File: config.mk
export PLATFORM = sky130hd
export DESIGN_NAME = qos_wrr_arb
export DESIGN_NICKNAME = d
export VERILOG_FILES = /design/src/rtl/qos_wrr_arb.sv
export SDC_FILE = /design/constraint.sdc
export NUM_CORES = 1
export LEC_CHECK = 0
export CORE_MARGIN = 2
export CORE_UTILIZATION = 32
export DETAILED_ROUTE_END_ITERATION = 8
export PLACE_DENSITY = 0.67
export SYNTH_ARGS = -nofsm -noshare
export SYNTH_HDL_FRONTEND = slang
export SYNTH_SLANG_ARGS = --single-unit
File: constraint.sdc
create_clock -name clk -period 3.8 [get_ports clk]
set_input_delay 0.76 -clock clk [delete_from_list [all_inputs] [get_ports clk]]
set_output_delay 0.76 -clock clk [all_outputs]
set_load 0.005 [all_outputs]
File: src/rtl/qos_wrr_arb.sv
// Weighted round-robin merge of four QoS FIFOs into one registered egress stream.
// Pops are issued from a registered request, masked by live empty/dest_full flags.
module qos_wrr_arb #(
  parameter int unsigned DATA_W = 12
) (
  input  logic              clk,
  input  logic              reset,
  input  logic              init,
  input  logic [2:0]        weight0,
  input  logic [2:0]        weight1,
  input  logic [2:0]        weight2,
  input  logic [2:0]        weight3,
  input  logic [3:0]        empty,
  input  logic [DATA_W-1:0] fifo_dataout0,
  input  logic [DATA_W-1:0] fifo_dataout1,
  input  logic [DATA_W-1:0] fifo_dataout2,
  input  logic [DATA_W-1:0] fifo_dataout3,
  input  logic              dest_full,
  output logic              pop0,
  output logic              pop1,
  output logic              pop2,
  output logic              pop3,
  output logic [DATA_W-1:0] data_out,
  output logic [1:0]        chan_out,
  output logic              valid_out,
  output logic              active_out,
  output logic              idle_out
);

  typedef enum logic [1:0] {ST_RESET, ST_INIT, ST_IDLE, ST_ACTIVE} state_t;

  state_t            state_q, state_d;
  logic [2:0]        wgt_q  [4];
  logic [2:0]        cred_q [4];
  logic [2:0]        cred_d [4];
  logic [1:0]        ptr_q, ptr_d;
  logic [3:0]        req_q, req_d;
  logic              s1_vld_q;
  logic [1:0]        s1_ch_q;
  logic [DATA_W-1:0] data_q;
  logic [1:0]        chan_q;
  logic              valid_q, active_q, idle_q;

  logic [2:0]        w_in    [4];
  logic [DATA_W-1:0] word_in [4];
  logic [3:0]        pop_vec;
  logic              pop_any, in_flight, found;
  logic [2:0]        cnt;

  assign w_in[0]    = weight0;
  assign w_in[1]    = weight1;
  assign w_in[2]    = weight2;
  assign w_in[3]    = weight3;
  assign word_in[0] = fifo_dataout0;
  assign word_in[1] = fifo_dataout1;
  assign word_in[2] = fifo_dataout2;
  assign word_in[3] = fifo_dataout3;

  // The request is one cycle old, so its empty flag may be stale; the live
  // flags gate it so a just-drained FIFO or a fresh dest_full never sees a pop.
  assign pop_vec   = req_q & ~empty & {4{~dest_full}};
  assign pop_any   = |pop_vec;
  assign in_flight = pop_any | s1_vld_q;
  assign cnt       = (cred_q[ptr_q] == 3'd7) ? 3'd7 : cred_q[ptr_q] + {2'b00, pop_any};

  assign {pop3, pop2, pop1, pop0} = pop_vec;
  assign data_out   = data_q;
  assign chan_out   = chan_q;
  assign valid_out  = valid_q;
  assign active_out = active_q;
  assign idle_out   = idle_q;

  always_comb begin
    state_d = state_q;
    if (init) begin
      state_d = ST_INIT;
    end else begin
      unique case (state_q)
        ST_INIT:   state_d = ST_IDLE;
        ST_IDLE:   if (!(&empty) && !dest_full) state_d = ST_ACTIVE;
        ST_ACTIVE: if ((&empty) && !in_flight) state_d = ST_IDLE;
        default:   state_d = state_q;
      endcase
    end
  end

  always_comb begin
    ptr_d = ptr_q;
    req_d = '0;
    found = 1'b0;
    for (int unsigned i = 0; i < 4; i++) cred_d[i] = cred_q[i];
    cred_d[ptr_q] = cnt;
    if (state_d == ST_ACTIVE && !dest_full) begin
      if (cnt < wgt_q[ptr_q] && !empty[ptr_q]) begin
        req_d[ptr_q] = 1'b1;
      end else begin
        // i == 4 wraps back to the current channel as the last candidate.
        for (int unsigned i = 1; i <= 4; i++) begin
          if (!found && !empty[ptr_q + 2'(i)]) begin
            found = 1'b1;
            ptr_d = ptr_q + 2'(i);
          end
        end
        if (found) begin
          cred_d[ptr_d] = '0;
          req_d[ptr_d]  = 1'b1;
        end
      end
    end
  end

  always_ff @(posedge clk or negedge reset) begin
    if (!reset) begin
      state_q  <= ST_RESET;
      ptr_q    <= '0;
      req_q    <= '0;
      s1_vld_q <= 1'b0;
      s1_ch_q  <= '0;
      data_q   <= '0;
      chan_q   <= '0;
      valid_q  <= 1'b0;
      active_q <= 1'b0;
      idle_q   <= 1'b0;
      for (int unsigned i = 0; i < 4; i++) begin
        cred_q[i] <= '0;
        wgt_q[i]  <= 3'd1;
      end
    end else begin
      state_q  <= state_d;
      active_q <= (state_d == ST_ACTIVE);
      idle_q   <= (state_d == ST_IDLE);
      if (state_q == ST_INIT) begin
        for (int unsigned i = 0; i < 4; i++) wgt_q[i] <= (w_in[i] == 3'd0) ? 3'd1 : w_in[i];
      end
      if (state_d == ST_INIT) begin
        ptr_q    <= '0;
        req_q    <= '0;
        s1_vld_q <= 1'b0;
        valid_q  <= 1'b0;
        for (int unsigned i = 0; i < 4; i++) cred_q[i] <= '0;
      end else begin
        ptr_q    <= ptr_d;
        req_q    <= req_d;
        s1_vld_q <= pop_any;
        s1_ch_q  <= ptr_q;
        valid_q  <= s1_vld_q;
        for (int unsigned i = 0; i < 4; i++) cred_q[i] <= cred_d[i];
        if (s1_vld_q) begin
          data_q <= word_in[s1_ch_q];
          chan_q <= s1_ch_q;
        end
      end
    end
  end

endmodule
==> results.md <==
* Status: finished, final reports clean
* Number of global-route vias before repair at roughly 2400
* Overall Power at between 1 and 1.5 mW
* Die H at about 100 um
* CTS tree: yes
* Post-synth ARST share at 1.000
* IO Port Bufs at 88
* CTS clk-pin slew, worst paths at 0.10 ns
* Worst setup SP type: primary input
* First-pass DRT Iterations at 4
* WP data arrival at about 3.9 ns
* Final Hold Fails at 0
* Slowest cell on crit path: or4_4
* Nets at approximately 430
* Final ANT Viol Nets at 0
* Detail Placement HPWL at between 5000 and 6000 um
* Overall global routing resource usage at 0.1495
* Grt total ovfl at 0
* Area leader, netlist: dfrtp_1
* Placed cells at approximately 460
* Die Area at 0.01012 mm2
* DRC at 0
* Synth Register Bits at between 50 and 60
* Final Cycle Share at 0.9833
* WL final at 7539 um
* Crit Path Class: primary input to register
* Core area at approximately 0.0092 mm2
* FF-to-FF path depth at 9
* Top cell type's share of synthesized area at 0.4023
* CTS Buf Count at 5
* Final GP Congestion at between 0.9 and 1
* Flop2flop setup slack at between 0.3 and 0.4 ns
* Drt via density at just over 5
* Vias at approximately 2400
* Global-route wire length before repair at between 10000 and 15000 um
* Largest stage delay, worst path at between 0.5 and 0.6 ns
* Initial antenna violation count at 0
* Clock Path Buffers at 2
* Seq/Total Area, Yosys at 0.4376
* Pleak at ~1.8 nW
* Clock Latency Late Sink at roughly 0.31 ns
* Critical Path RT at about 4 ns
* # IOs at 89
* Cell with the most instances after synthesis: dfrtp_1
* Layout Cells excl Fill at 464
* Post-Syn Nets at around 330
* MaxCap Viol Count at 0
* Initial Util at 0.3262
* Synth Area per Inst at 11.80 um2
* Fin crit period at 3.737 ns
* Slew Limit Fails at 0
* CP max FO at 4
* H-tree Lvls at 2
* Reg-to-reg endpoint: cred_q[1]$_DFF_PN0_
* Post-place setup slack at -0.5408 ns
* Power Density at approximately 310 mW/mm2
* Die Wd at between 100 and 150 um
* Worst slew pin tran at 1.130 ns
* Drt wl/cell at between 15 and 20 um
* Worst slew margin at 0.2446
* Fin Hold WS at between 0.4 and 0.5 ns
* Final setup viols at 0
* Most frequent cells after synthesis: dfrtp_1 (48), mux2_2 (25), nand2_1 (19)
* Unique masters post-synth at 39
* Row count at 35
* Max Clk Rate at between 0.2 and 0.3 GHz
* Synth area leaders: dfrtp_1 (40%), mux4_2 (14%), mux2_2 (9.4%)
* Synthesized cell area at 0.002985 mm2
* Hold crit path type: primary input to asynchronous set/reset pin
* Synth Flop Type: dfrtp_1
* Crit path cell chain: clkdlybuf4s50_1 > nor3b_1 > or4_4 > ha_4 > ha_2 > nor2_2 > nor2_2 > ha_2 > nor2b_2 > a22oi_2 > or4b_4 > nand4b_1 > buf_6 > a211oi_2 > a21o_1
* Warnings, synthesis at 0
* Clock Skews at approximately 0.013 ns
* CTS sink cnt at 52
* CP Capture Type: register
* Final WS setup at ~0.063 ns
* Root Driver: clkbuf_8
* Initial DRC Count at 50
* Util after Layout at 0.4658
* VDD IR max at ~0.14 mV
* CP startpoint: empty[2]
* Area grow syn2layout at 42.79%
* Post-Synthesis Cells at around 250
* Post-synth EDFFs at 0
* FF-to-FF Start: ptr_q[0]$_DFFE_PN0P_
* Share of cells above drive strength 1 at 0.2691
* Hold buffers post-CTS at 0
* # diodes at 0
* Maximum number of pins on one net before global-route repair at 28
==> per-stage QoR <==
| stage | area, um2 | TNS [ns] |
|---|---|---|
| after CTS | 4193 | 0 |
| after floorplan | 2985 | 0 |
| after global placement | 4070 | -5.169 |
| after detailed placement | 4070 | -8.235 |
| final | 4263 | 0 |
| after global routing | 4263 | -0.0002767 |
==> per-layer routing <==
metal,GRT usage,share of wire,vias up
met1,0.1896,0.44,1162
met2,0.2487,0.48,86
met4,0.05163,0.011,0
met5,0,0,-
met3,0.03675,0.067,6
li1,-,-,1136
==> critical path, delay by kind of cell <==
| kind | cells | cell delay [ns] |
|---|---|---|
| and+or+nand+nor | 7 | 1.59 |
| buffers and inverters | 2 | 0.65 |
| adders and majority gates | 3 | 0.54 |
| AOI/OAI and AO/OA | 3 | 0.38 |
==> worst max-delay path by stage <==
stage	slack, ns	to	depth (start not counted)
after floorplan	0.06	cred_q[0]$_DFF_PN0_	15
after global placement	-0.33	cred_q[9]$_DFF_PN0_	15
after detailed placement	-0.54	cred_q[6]$_DFF_PN0_	15
after CTS	0.02	req_q[1]$_DFF_PN0_	15
after global routing	-0.0003	cred_q[1]$_DFF_PN0_	16
final	0.06	req_q[2]$_DFF_PN0_	15
==> cells by family (layout without fill, tap and decap cells) <==
| logic type | after synthesis | count (layout) | share of synthesized area |
|---|---|---|---|
| and+or+nand+nor | 73 | 73 | 0.1236 |
| muxes | 60 | 60 | 0.2871 |
| DFF | 52 | 52 | 0.4376 |
| AOI/OAI and AO/OA | 37 | 37 | 0.08634 |
| buffers and inverters | 23 | 123 | 0.03185 |
| adders and majority gates | 8 | 8 | 0.03353 |
==> cell usage in the layout (no fill, tap or decap), types with 3 or more instances in the layout <==
cell type        Yosys  layout
clkdlybuf4s50_1      0      86
dfrtp_1             48      48
mux2_2              25      25
nand2_1             19      19
mux4_2              18      18
buf_4                0      18
mux2i_1             17      17
nor2_1              18      16
o21ai_0             10      10
nor3_1              13      10
inv_1                8       8
a31oi_1              6       6
a21o_1               6       6
ha_1                 8       5
clkbuf_8             0       5
nor3b_1              4       4
nor2b_1              5       4
nand2b_1             4       4
dfstp_2              4       4
nor3_2               0       3
==> where the power goes <==
| part | switching, mW | internal, mW |
|---|---|---|
| clock network | 0.180 | 0.129 |
| registers | 0.0386 | 0.617 |
| logic | 0.133 | 0.229 |
==> state kept, by name, summed over array words and instances (netlist names) <==
register / cells
cred_q: 12
data_out: 12
wgt_q: 12
req_q: 4
chan_out: 2
ptr_q: 2
s1_ch_q: 2
state_q: 2
active_out: 1
idle_out: 1
s1_vld_q: 1
valid_out: 1
==> layout make-up <==
cell class / count / area [um2]
Timing Repair Buffer: 107 / 1021
Fill cell: 856 / 4890
Clock buffer: 6 / 72.57
Tap cell: 111 / 138.9
Multi-Input combinational cell: 178 / 1682
Sequential cell: 52 / 1306
Clock inverter: 2 / 12.51
Inverter: 8 / 30.03
==> what timing repair did <==
item / CTS / global route
pin swaps: 2 / 6
resized for setup: 6 / 16
setup buffers: 1 / 0
setup endpoints to repair: 17 / 17
No activity file was read; power rests on OpenSTA's default activity.
